$ cat config.mk
export PLATFORM = sky130hd
export DESIGN_NAME = grey_init_loader
export DESIGN_NICKNAME = d
export VERILOG_FILES = /design/src/rtl/grey_init_loader.sv
export SDC_FILE = /design/constraint.sdc
export NUM_CORES = 1
export LEC_CHECK = 0
export CAP_MARGIN = 30
export CORE_UTILIZATION = 45
export DETAILED_ROUTE_END_ITERATION = 6
export GPL_ROUTABILITY_DRIVEN = 0
export PLACE_DENSITY = 0.65
export SETUP_SLACK_MARGIN = 0.1
export SLEW_MARGIN = 5
export SYNTH_ARGS = -nofsm -noshare
export SYNTH_HDL_FRONTEND = slang
export SYNTH_SLANG_ARGS = --single-unit
$ cat constraint.sdc
create_clock -name i_clk -period 10.1 [get_ports i_clk]
set_clock_uncertainty 0.2 [all_clocks]
set_input_delay 2.02 -clock i_clk [delete_from_list [all_inputs] [get_ports i_clk]]
set_output_delay 2.02 -clock i_clk [all_outputs]
set_load 0.02 [all_outputs]
$ cat src/rtl/grey_init_loader.sv
// Assembles the grey counter's INIT preset word from a digit-serial pin stream.
// Each digit is validated as a Johnson code, and o_load pulses once the word is complete.
module grey_init_loader #(
  parameter int DIGITS      = 12,
  parameter int DW          = 5,
  parameter int SYNC_STAGES = 2
) (
  input  logic                 i_clk,
  input  logic                 i_rst,
  input  logic                 i_start,
  input  logic                 i_stb,
  input  logic [DW-1:0]        i_sym,
  output logic [DIGITS*DW-1:0] o_init,
  output logic                 o_load,
  output logic                 o_busy,
  output logic                 o_err,
  output logic [3:0]           o_count
);

  localparam int WW = DIGITS * DW;

  typedef enum logic [1:0] {IDLE, SHIFT, LOAD, ERR} state_t;

  state_t                        state_q, state_d;
  logic [SYNC_STAGES-1:0]        start_sync_q, start_sync_d;
  logic [SYNC_STAGES-1:0]        stb_sync_q, stb_sync_d;
  logic [SYNC_STAGES-1:0][DW-1:0] sym_sync_q, sym_sync_d;
  logic                          start_last_q, start_last_d;
  logic                          stb_last_q, stb_last_d;
  logic [WW-1:0]                 shift_q, shift_d;
  logic [WW-1:0]                 init_q, init_d;
  logic                          load_q, load_d;
  logic                          busy_q, busy_d;
  logic                          err_q, err_d;
  logic [3:0]                    count_q, count_d;

  logic          start_edge, stb_edge;
  logic [DW-1:0] sym_s;

  function automatic logic johnson_valid(input logic [DW-1:0] s);
    case (s)
      5'b00000, 5'b00001, 5'b00011, 5'b00111, 5'b01111,
      5'b11111, 5'b11110, 5'b11100, 5'b11000, 5'b10000: johnson_valid = 1'b1;
      default:                                          johnson_valid = 1'b0;
    endcase
  endfunction

  // Sym travels through the same depth as stb, so the captured symbol lines up with its strobe edge.
  always_comb begin
    start_sync_d = {start_sync_q[SYNC_STAGES-2:0], i_start};
    stb_sync_d   = {stb_sync_q[SYNC_STAGES-2:0], i_stb};
    sym_sync_d   = {sym_sync_q[SYNC_STAGES-2:0], i_sym};
    start_last_d = start_sync_q[SYNC_STAGES-1];
    stb_last_d   = stb_sync_q[SYNC_STAGES-1];
  end

  assign start_edge = start_sync_q[SYNC_STAGES-1] & ~start_last_q;
  assign stb_edge   = stb_sync_q[SYNC_STAGES-1] & ~stb_last_q;
  assign sym_s      = sym_sync_q[SYNC_STAGES-1];

  always_comb begin
    state_d = state_q;
    shift_d = shift_q;
    init_d  = init_q;
    load_d  = 1'b0;
    busy_d  = busy_q;
    err_d   = err_q;
    count_d = count_q;
    case (state_q)
      IDLE, ERR: begin
        if (start_edge) begin
          state_d = SHIFT;
          shift_d = '0;
          count_d = '0;
          busy_d  = 1'b1;
          err_d   = 1'b0;
        end
      end
      SHIFT: begin
        // A start edge overrides a strobe seen on the same clock.
        if (start_edge) begin
          shift_d = '0;
          count_d = '0;
        end else if (stb_edge) begin
          if (johnson_valid(sym_s)) begin
            shift_d = {shift_q[WW-DW-1:0], sym_s};
            if (count_q < 4'(DIGITS)) count_d = count_q + 4'd1;
            if (count_q == 4'(DIGITS - 1)) state_d = LOAD;
          end else begin
            state_d = ERR;
            busy_d  = 1'b0;
            err_d   = 1'b1;
          end
        end
      end
      LOAD: begin
        init_d  = shift_q;
        load_d  = 1'b1;
        busy_d  = 1'b0;
        count_d = '0;
        state_d = IDLE;
      end
      default: state_d = IDLE;
    endcase
  end

  always_ff @(posedge i_clk or posedge i_rst) begin
    if (i_rst) begin
      state_q      <= IDLE;
      start_sync_q <= '0;
      stb_sync_q   <= '0;
      sym_sync_q   <= '0;
      start_last_q <= 1'b0;
      stb_last_q   <= 1'b0;
      shift_q      <= '0;
      init_q       <= '0;
      load_q       <= 1'b0;
      busy_q       <= 1'b0;
      err_q        <= 1'b0;
      count_q      <= '0;
    end else begin
      state_q      <= state_d;
      start_sync_q <= start_sync_d;
      stb_sync_q   <= stb_sync_d;
      sym_sync_q   <= sym_sync_d;
      start_last_q <= start_last_d;
      stb_last_q   <= stb_last_d;
      shift_q      <= shift_d;
      init_q       <= init_d;
      load_q       <= load_d;
      busy_q       <= busy_d;
      err_q        <= err_d;
      count_q      <= count_d;
    end
  end

  assign o_init  = init_q;
  assign o_load  = load_q;
  assign o_busy  = busy_q;
  assign o_err   = err_q;
  assign o_count = count_q;

endmodule
## Word-level counts from Yosys, hierarchy flattened

Memory sizes are Yosys's and may differ from the RTL's.
Index checks and enable logic that the tools add are counted.

| word-level totals | value |
|---|---|
| memories kept | 1 |
| memory bits (writable) | 0 |
| input port bits | 9 |
| latch bits | 0 |
| bits in read-only memories | 32 |
| output and inout bits | 67 |
| logic and storage cells | 71 |
| bits in registers | 145 |

Memory list:

| memory | words | width | rd ports | clocked after Yosys merged registers in | wr ports | RTL line | text |
|---|---|---|---|---|---|---|---|
| (no name shown) | 32 | 1 | 1 | 0 | 0 | 41 | `case (s)` |

| cells by class | value |
|---|---|
| reduce and logical (&&, ||, !) cells | 8 |
| order comparisons | 1 |
| $mul | 0 |
| div/mod/pow operators | 0 |
| multiplexer cells | 31 |
| $add $sub $neg | 1 |
| shift operators | 0 |
| bitwise operators | 4 |
| equal/unequal tests | 12 |

Operators by type and width:

| operator | count |
|---|---|
| $mux W60 | 4 |
| $pmux W60 S2 | 1 |
| $mux W4 | 5 |
| $reduce_and A4 Y1 | 4 |
| $mux W1 | 12 |
| $ne A3 B3 Y1 const B | 4 |
| $pmux W4 S3 | 1 |
| $mux W2 | 5 |
| $ne A2 B2 Y1 const B | 4 |
| $pmux W2 S3 | 1 |
| $reduce_and A5 Y1 | 1 |
| $add A4 B1 Y4 const B | 1 |
| $eq A2 B2 Y1 const B | 2 |
| $eq A4 B4 Y1 const B | 1 |
| $lt A4 B4 Y1 const B | 1 |
| $pmux W1 S3 | 1 |
| $and A1 B1 Y1 | 2 |
| $eq A2 B1 Y1 const B | 1 |
| $logic_not A2 Y1 | 1 |
| $not A1 Y1 | 2 |
| $pmux W1 S2 | 1 |
| $reduce_bool A2 Y1 | 1 |
| $reduce_or A2 Y1 | 1 |

## Longest topological paths before layout

| logic depth | value |
|---|---|
| depth after elaboration | 9 |
| gate-level depth with buffers | 9 |
| depth with buffers taken out | 7 |

## Worst setup path after synthesis

No wires, ideal clock.

| timing | value |
|---|---|
| kind | register -> output |
| from | register count_q[2], in the netlist o_count[2] |
| to | output port o_count[2] |
| buffers on the path | 0 |
| stages on the path, launching flop included | 1 |
| path slack | 7.377 ns |
| arrival time | 0.503 ns |
| data required time | 7.880 ns |
| cell sequence | dfrtp_1 |

RTL lines:

| element | RTL line | text |
|---|---|---|
| from (decl) | 35 | `logic [3:0] count_q, count_d;` |
| from (signal assigned) | 133 | `count_q <= count_d;` |
| to (decl) | 17 | `output logic [3:0] o_count` |

No word-level cell between the ends.

## Final worst setup path

| timing | value |
|---|---|
| from | register count_q[3], in the netlist o_count[3] |
| to | output port o_count[3] |

No word-level cell between the ends.

==> results.toml <==
[status]
status = "completed"

[sta]
rsz0062_at_grt = "no"
period_share_pct = 36.8
finalSetupViolCount = 0
max_freq_mhz = 269
tns_ns = 0
drv_slew = 0
slew_headroom_pct = 41.5
tightest_slew_ns = 0.877
hold_violations = 0
post-route-min-period_ns = 3.72

[finish]
final_cell_count_no_fill = 731
area_delta_synth_final_pct = 23.2
fin_nets = 554
diodes = 0
n_fill_cell = 1116
drive_gt1_share_pct = 33.0

[setup_path]
slowest_delay_ns = 0.64
timing.critical_path.buf_inv = 1
required_ns = 7.88
cp_top_family = "buffers and inverters"
crit_chain = "clkdlybuf4s50_1"
arrival_ns = 1.50
path_max_fanout = 5
cp-end-kind = "output port"
crit_path_start_kind = "register"
crit_type = "register to output port"
critPathSlowestCell = "clkdlybuf4s50_1"

[logic_synthesis]
syn-num-nets = 489
synth_edf_count = 0
ys.flop_type = "dfrtp_1"
synth_top_cell_area_share_pct = 59.4
syn_area_sq_um = 6110
synthArstFlopShare_pct = 100
ys_ff_latch = 145
synth.most_common_cell = "dfrtp_1"
synth.distinct_cells = 32
synth_warnings = 0
syn_avg_cell_area_sq_um = 12.8
synth_top_cell_by_area = "dfrtp_1"
synth_area_leaders = "dfrtp_1 59%, mux2_2 11%, nand3_2 6.6%"
synth_cells = 477
synth_common_cells = "145 x dfrtp_1, 69 x nand2_1, 60 x mux2_2"
ys_seq_area_share_pct = 59.4

[min_path]
hold_class = "register to register"

[route]
drt_first_pass_iters = 4
vias = 3784
drc = 0
drtIter0Drc = 204
detail_route.wirelength_microns = 11100
antenna_left = 0
drt-wirelength-per-cell_microns = 15.2
viasPerCell = 5.18

[clock_network]
hold_buffers = 0
ctsResizeCount = 0
cts_inserted_buffers = 17
cts.sinks = 145
cts_max_path_buffers = 2
cts-root-buf = "clkbuf_16"
cts_htree_levels = 4
clk_pin_slew_worst_paths_ns = 0.05
clk_latency_ns = 0.41
cts_setup_buffers = 0
cts_tree = "built"

[placement]
dpl.cell_count = 698
port-buffer-count = 75
dp.final_hpwl_microns = 6790

[floorplanning]
core_sq_um = 13200
die_h_microns = 118
start_util_pct = 46.1
die_w_microns = 118
num_io_pins = 76
dieArea_sq_um = 14000
rows = 42

[grt]
antenna_found_initial = 0
grt_pass1_vias = 3872
grt_pass1_wl_microns = 19300
grt_remaining_overflow = 0
groute.usage.overall_pct = 17.4
grt_max_degree = 84

[pwr]
power_density_nw_per_um2 = 203
ir_drop_mv = 0.116
leakage_nw = 3.23

[flow_run]
maxCapViolCount = 0
[kinds of logic after synthesis]
logic type,Yosys count,synth area share [%]
adder cells (fa/ha/maj),3,0.615
flip-flops,145,59.4
AO/OA/AOI/OAI,77,10.0
AND/OR/NAND/NOR,147,14.2
multiplexers,64,11.7
buffers and inverters,41,4.04
[path summary, 6_finish.rpt]
check	to	from	slack, ns	cells after the start
worst max-delay path	o_count[3]	o_count[3]	6.38	1
max in group asynchronous	sym_s[4]	i_rst	6.51	3
worst min register to register	sym_s[0]	sym_sync_d[5]	0.15	0
min in group asynchronous	o_init[25]	i_rst	1.90	2
worst max register to register	shift_q[27]	state_q[0]	7.29	7
worst min-delay path	sym_s[0]	sym_sync_d[5]	0.15	0
[registers in the layout, indices dropped and copies added, names as in the netlist]
name          cells
start_sync_q      2
o_busy            1
shift_q          60
stb_sync_q        2
stb_last_q        1
o_count           4
o_err             1
sym_sync_d        5
o_load            1
start_last_q      1
state_q           2
sym_s             5
o_init           60
[area by class of cell]
type,count,area [sq um],area share [%]
sequential,145,3630,48.2
multi-input combinational,291,2250,29.9
timing repair buffer,82,823,10.9
clock buffer,27,503,6.69
tap,176,220,2.93
clock inverter,5,75.1,0.998
inverter,5,23.8,0.316
[routing by layer]
metal | vias to the layer above | wire length (microns) | GRT usage, %
met5 | - | 0 | 0
met4 | 0 | 165 | 7.83
met3 | 16 | 374 | 4.20
met2 | 74 | 5430 | 26.8
met1 | 1897 | 5140 | 23.5
li1 | 1797 | - | -
[through the flow]
step	power [W]	hold WS (ns)	worst slack (ns)	cell area [sq um]	util [%]
after detailed placement	0.000931	0.135	5.98	6920	52.2
after global routing	0.00160	0.154	6.25	7520	56.8
after global placement	0.000927	0.136	6.02	6920	52.2
after CTS	0.00154	0.147	6.36	7490	56.6
final	0.00153	0.146	6.38	7520	56.8
after floorplan	0.000868	0.131	3.99	6110	-
[worst register-to-register path, cell delays in order (launching register included)]
cell	delay, ns
dfrtp_1	0.40
inv_1	0.07
ha_2	0.17
buf_4	0.66
or2_2	0.23
buf_4	0.68
nand3_1	0.20
o21ai_1	0.12
[where the power goes]
| part | switching (W) | total (W) | internal (W) | leakage, nW |
|---|---|---|---|---|
| Combinational | 0.000224 | 0.000308 | 0.0000837 | 0.963 |
| Clock | 0.000218 | 0.000607 | 0.000389 | 0.285 |
| Sequential | 0.0000129 | 0.000613 | 0.000600 | 1.98 |
[layout by cell type, fill, tap and decap left out, drive strengths merged]
master and n:
dfrtp 145, clkdlybuf4s50 75, nand2 69, o21ai 62, nand3 62, mux2 60, clkbuf 27, buf 7
nand2b 5, inv 5, mux2i 4, o21a 3, clkinv 3, ha 3, a221oi 2, nor2b 2
nor4 2, a21oi 2, nor2 2, o22ai 2, bufinv 2, and2 2, o211a 1, or3b 1
or2 1, a2111oi 1, o32ai 1, a22o 1, nor3b 1, o32a 1, a31oi 1
No activity file was read; power rests on OpenSTA's default activity.
